`config.mk`:
```
export PLATFORM = sky130hd
export DESIGN_NAME = mem_access
export DESIGN_NICKNAME = d
export VERILOG_FILES = /design/src/rtl/mem_access.sv
export SDC_FILE = /design/constraint.sdc
export NUM_CORES = 1
export LEC_CHECK = 0
export ABC_AREA = 0
export BUFFER_PORTS_ARGS = -buffer_cell sky130_fd_sc_hd__buf_2
export CAP_MARGIN = 20
export CORE_MARGIN = 2
export CORE_UTILIZATION = 50
export DETAILED_ROUTE_END_ITERATION = 7
export GPL_TIMING_DRIVEN = 0
export PLACE_DENSITY = 0.81
export SYNTH_ARGS = -nofsm -noshare
export SYNTH_HDL_FRONTEND = slang
export SYNTH_SLANG_ARGS = --single-unit
export TNS_END_PERCENT = 1
```
`constraint.sdc`:
```
create_clock -name clk -period 2.3 [get_ports clk]
set_input_delay 0.23 -clock clk [delete_from_list [all_inputs] [get_ports clk]]
set_output_delay 0.23 -clock clk [all_outputs]
set_load 0.005 [all_outputs]
```
`src/rtl/mem_access.sv`:
```
// Load/store unit: turns one core memory request into a single bus transfer,
// aligns store lanes, extends load data and reports misalignment or timeout.
module mem_access (
    input  logic        clk,
    input  logic        rst,
    input  logic        req_valid,
    input  logic        is_load,
    input  logic        is_store,
    input  logic [2:0]  funct3,
    input  logic [31:0] addr,
    input  logic [31:0] wdata,
    output logic        busy,
    output logic        done,
    output logic        err,
    output logic [31:0] rdata,
    output logic        bus_req,
    output logic        bus_we,
    output logic [31:0] bus_addr,
    output logic [3:0]  bus_wstrb,
    output logic [31:0] bus_wdata,
    input  logic        bus_gnt,
    input  logic        bus_ack,
    input  logic [31:0] bus_rdata
);

    typedef enum logic [1:0] {StIdle, StReq, StWait, StDone} state_e;

    state_e      state_q;
    logic [7:0]  tmo_q;
    logic [1:0]  off_q;
    logic [2:0]  funct3_q;
    logic        load_q;

    logic        accept;
    logic        legal;
    logic        aligned;
    logic [3:0]  strb;
    logic [31:0] wlane;
    logic [7:0]  rbyte;
    logic [15:0] rhalf;
    logic [31:0] load_ext;

    // Status and bus request are pure state decodes so reset drops them at once.
    assign busy    = (state_q != StIdle);
    assign done    = (state_q == StDone);
    assign bus_req = (state_q == StReq);

    // Request decode: legality, alignment and store lane placement.
    always_comb begin
        accept = req_valid && (is_load ^ is_store);
        legal  = 1'b0;
        if (is_load) begin
            case (funct3)
                3'b000, 3'b001, 3'b010, 3'b100, 3'b101: legal = 1'b1;
                default:                                legal = 1'b0;
            endcase
        end else begin
            legal = (funct3 == 3'b000) || (funct3 == 3'b001) || (funct3 == 3'b010);
        end
        case (funct3[1:0])
            2'b01:   aligned = !addr[0];
            2'b10:   aligned = (addr[1:0] == 2'b00);
            default: aligned = 1'b1;
        endcase
        case (funct3[1:0])
            2'b00: begin
                strb  = 4'b0001 << addr[1:0];
                wlane = {4{wdata[7:0]}};
            end
            2'b01: begin
                strb  = addr[1] ? 4'b1100 : 4'b0011;
                wlane = {2{wdata[15:0]}};
            end
            default: begin
                strb  = 4'b1111;
                wlane = wdata;
            end
        endcase
    end

    // Load lane selection and sign/zero extension from the captured request.
    always_comb begin
        case (off_q)
            2'd0:    rbyte = bus_rdata[7:0];
            2'd1:    rbyte = bus_rdata[15:8];
            2'd2:    rbyte = bus_rdata[23:16];
            default: rbyte = bus_rdata[31:24];
        endcase
        rhalf = off_q[1] ? bus_rdata[31:16] : bus_rdata[15:0];
        case (funct3_q)
            3'b000:  load_ext = {{24{rbyte[7]}}, rbyte};
            3'b001:  load_ext = {{16{rhalf[15]}}, rhalf};
            3'b100:  load_ext = {24'd0, rbyte};
            3'b101:  load_ext = {16'd0, rhalf};
            default: load_ext = bus_rdata;
        endcase
    end

    // Transfer FSM with registered bus fields, result and timeout counter.
    always_ff @(posedge clk or negedge rst) begin
        if (!rst) begin
            state_q   <= StIdle;
            tmo_q     <= 8'd0;
            off_q     <= 2'd0;
            funct3_q  <= 3'd0;
            load_q    <= 1'b0;
            err       <= 1'b0;
            rdata     <= 32'd0;
            bus_we    <= 1'b0;
            bus_addr  <= 32'd0;
            bus_wstrb <= 4'd0;
            bus_wdata <= 32'd0;
        end else begin
            case (state_q)
                StIdle: begin
                    if (accept) begin
                        funct3_q  <= funct3;
                        off_q     <= addr[1:0];
                        load_q    <= is_load;
                        tmo_q     <= 8'd0;
                        bus_we    <= is_store;
                        bus_addr  <= {addr[31:2], 2'b00};
                        bus_wstrb <= is_store ? strb : 4'd0;
                        bus_wdata <= is_store ? wlane : 32'd0;
                        if (legal && aligned) begin
                            state_q <= StReq;
                        end else begin
                            state_q <= StDone;
                            err     <= 1'b1;
                            rdata   <= 32'd0;
                        end
                    end
                end
                StReq: begin
                    tmo_q <= tmo_q + 8'd1;
                    if (bus_gnt) begin
                        state_q <= StWait;
                    end else if (tmo_q == 8'd255) begin
                        state_q <= StDone;
                        err     <= 1'b1;
                        rdata   <= 32'd0;
                    end
                end
                StWait: begin
                    tmo_q <= tmo_q + 8'd1;
                    if (bus_ack) begin
                        state_q <= StDone;
                        err     <= 1'b0;
                        if (load_q) begin
                            rdata <= load_ext;
                        end
                    end else if (tmo_q == 8'd255) begin
                        state_q <= StDone;
                        err     <= 1'b1;
                        rdata   <= 32'd0;
                    end
                end
                StDone: begin
                    state_q <= StIdle;
                    err     <= 1'b0;
                end
                default: state_q <= StIdle;
            endcase
        end
    end

endmodule

```
==> reports/qor.txt <==
Status: finished clean
Crit share post-route: 0.928
Ys Warns: 0
Lkg Pwr: 3.75 nW
Initial antenna violation count: 2
Crit path kind: register to register
CP Data Arrival Time: 2.41 ns
CTS Buf Count: 17
Crit. End Element: register
Clk_skew: 0.00628 ns
Slew Limit Fails: 0
Post-Syn Instances: 531
Clk sink count: 116
CTS max path bufs: 2
Layout cells sized above 1: 0.412
Top-Level Pins: 211
Placement Setup Slack: -0.175 ns
Clk root buf: clkbuf_16
Slowest stage delay, CP: 0.43 ns
Synth Flop Type: dfrtp_1
Post-synthesis sequential area ratio: 0.516
Syn_area_per_cell: 10.6 sq um
Remaining Overflow, GRT: 0
Crit path max fanout: 10
Power per cell area: 1290 nW/um^2
FILL cells: 830
Num rows: 38
Initial DRC count: 340
Slowest-stage cell, CP: dfrtp_1
Final ANT Viol Nets: 0
Inst Count DP: 881
Worst min path class: input pin to register
Final cell count without fillers: 915
Final wirelength: 16600 um
Core Box Area: 10900 sq um
PortBufs: 208
Per-cell routed wire length: 18.1 um
RSZ-0062 raised after global routing: no
Post-synth EDFFs: 0
Cell Area, Synth: 5630 sq um
Synth Register Bits: 116
CTS tree: yes
Final setup fails: 0
Initial Util: 0.515
Max-Cap Viols: 0
Ys async rst share: 1.00
DIE AREA: 12100 sq um
Vias: 5156
Slew headroom: 0.403
Design area: 7530 sq um
Layout area overhead: 33.8%
Critical Path RT: 2.57 ns
Layout Nets: 875
Depth of the CTS H-tree: 4
Die height: 110 um
CP cell instances: inv_1, ha_1, buf_4, nand3_2, buf_2, buf_2, nor2_1, nor2_1
Least-Margin Pin Slew: 0.895 ns
DRC Markers: 0
Fmax: 468 MHz
Later-pin clock latency in the skew report: 0.41 ns
DR vias/cell: 5.63
R2r setup slk: 0.16 ns
Post-CTS setup buffer count: 0
Final Hold Viols: 0
First-pass GRT wire length: 25900 um
Largest net degree at the start of global routing: 68
Number of global-route vias before repair: 5116
Worst VDD drop: 0.000639 V
Final Worst Setup Slack: 0.164 ns
Drt pass-1 iters: 5
Final min period: 2.14 ns
Gp weighted congestion: 0.873
Final HPWL DP: 12400 um
Global Route Usage Sum: 0.281
Yosys cell types: 50
Placed Area: 6880 sq um
Die width: 110 um
Clk slew on worst S/H paths: 0.06 ns
CP Launch Type: register
==> cell families (layout without fill, tap and decap cells) <==
logic type | Yosys count | after routing | share of synthesized area
AND/OR/NAND/NOR | 150 | 150 | 0.122
flip-flops | 116 | 116 | 0.516
AO/OA/AOI/OAI | 153 | 153 | 0.193
buffers and inverters | 46 | 288 | 0.0376
other | 1 | 3 | 0.000666
multiplexers | 51 | 51 | 0.102
adder cells (fa/ha/maj) | 8 | 8 | 0.0178
XOR/XNOR | 6 | 6 | 0.0107
==> synth_stat cells, types with 2 or more instances <==
cell type / count / area, sq um
nand2_2: 2 / 12.5
nand2_1: 72 / 270
nand3_2: 2 / 20.0
nand2b_1: 3 / 18.8
o22ai_1: 8 / 50.1
buf_2: 10 / 50.1
ha_1: 8 / 100
clkbuf_1: 19 / 71.3
buf_1: 2 / 7.51
xnor2_1: 5 / 43.8
nand4_1: 2 / 12.5
buf_6: 2 / 22.5
o21ai_0: 40 / 200
nor2_1: 30 / 113
nor2b_1: 24 / 150
o2bb2ai_1: 23 / 201
a31oi_1: 2 / 12.5
o22a_1: 7 / 61.3
mux2_2: 50 / 563
a22o_1: 18 / 158
inv_1: 10 / 37.5
dfrtp_1: 116 / 2900
buf_4: 3 / 22.5
o31ai_1: 17 / 128
a21o_1: 2 / 15.0
nand3_1: 4 / 20.0
a21oi_1: 25 / 125
nor4_1: 3 / 18.8
==> worst max-delay path: cells and delay by family, from the launching register on <==
family / cells / cell delay [ns]
adder cells (fa/ha/maj): 1 / 0.15
flip-flops: 1 / 0.43
buffers and inverters: 4 / 0.78
AND/OR/NAND/NOR: 3 / 0.63
==> layout by cell type, fill, tap and decap left out, types with 3 or more instances in the layout <==
| cell | instances |
|---|---|
| nand3_1 | 4 |
| a22o_1 | 18 |
| o21ai_0 | 40 |
| ha_1 | 8 |
| o2bb2ai_1 | 23 |
| clkinv_4 | 5 |
| dfrtp_1 | 116 |
| buf_4 | 4 |
| bufinv_16 | 4 |
| buf_2 | 217 |
| nor2_1 | 30 |
| nor4_1 | 3 |
| nor2b_1 | 24 |
| xnor2_1 | 5 |
| o31ai_1 | 17 |
| nand2b_1 | 3 |
| nand2_1 | 72 |
| o22ai_1 | 8 |
| mux2_2 | 50 |
| clkbuf_1 | 19 |
| inv_1 | 10 |
| o22a_1 | 7 |
| clkbuf_16 | 17 |
| a21oi_1 | 25 |
==> timing repair <==
action                                 4_1_cts  5_1_grt
hold buffers                                 1        0
resized for setup                            0        1
endpoints found under the hold margin       66        0
setup endpoints to repair                    0        1
==> flip-flops by register name, summed over array words and instances (netlist names), 2 cells and up <==
name / cells
bus_wdata: 32
bus_wstrb: 4
off_q: 2
bus_addr: 30
funct3_q: 3
tmo_q: 8
rdata: 32
state_q: 2
==> layer usage <==
layer,vias to the layer above,part of all wire,global-route usage
met5,-,0.00066,0
met4,2,0.020,0.114
met3,29,0.071,0.0694
met2,234,0.49,0.465
met1,2521,0.42,0.355
li1,2370,-,-
==> stage by stage <==
step	hold WS, ns	utilization	total power [W]	TNS, ns
5_1_grt	0.0410	0.689	0.0103	0
3_5_place_dp	0.407	0.629	0.00689	-3.15
3_3_place_gp	0.459	0.626	0.00671	-39.04
6_report	0.0490	0.689	0.00973	0
4_1_cts	0.0362	0.688	0.00973	0
2_1_floorplan	-0.0656	-	0.00542	0
==> path summary, 6_finish.rpt <==
path	startpoint	endpoint	depth (start not counted)
setup / recovery	state_q[1]	tmo_q[4]	8
hold / removal	addr[14]	bus_addr[14]	2
setup reg to reg	state_q[1]	tmo_q[4]	8
hold reg to reg	bus_wdata[11]	bus_wdata[11]	2
max in group asynchronous	rst	bus_wdata[23]	3
min in group asynchronous	rst	bus_addr[22]	2
==> area by class of cell <==
class	instances	area, sq um	share of cell area
diodes	1	2.50	0.000332
clock buffers	17	425	0.0565
flip-flops and latches	116	2900	0.385
repair buffers	210	1080	0.144
plain buffers	36	174	0.0231
clock inverters	15	206	0.0274
inverters	10	37.5	0.00498
multi-input cells	370	2530	0.335
well taps	140	175	0.0233
==> where the power goes <==
part | internal, W | switching, W | leakage (nW)
Sequential | 0.00281 | 0.000479 | 1.50
Combinational | 0.00167 | 0.00197 | 1.95
Clock | 0.00182 | 0.000973 | 0.304
Total | 0.00630 | 0.00343 | 3.75
(Power assumes the default switching activity.)
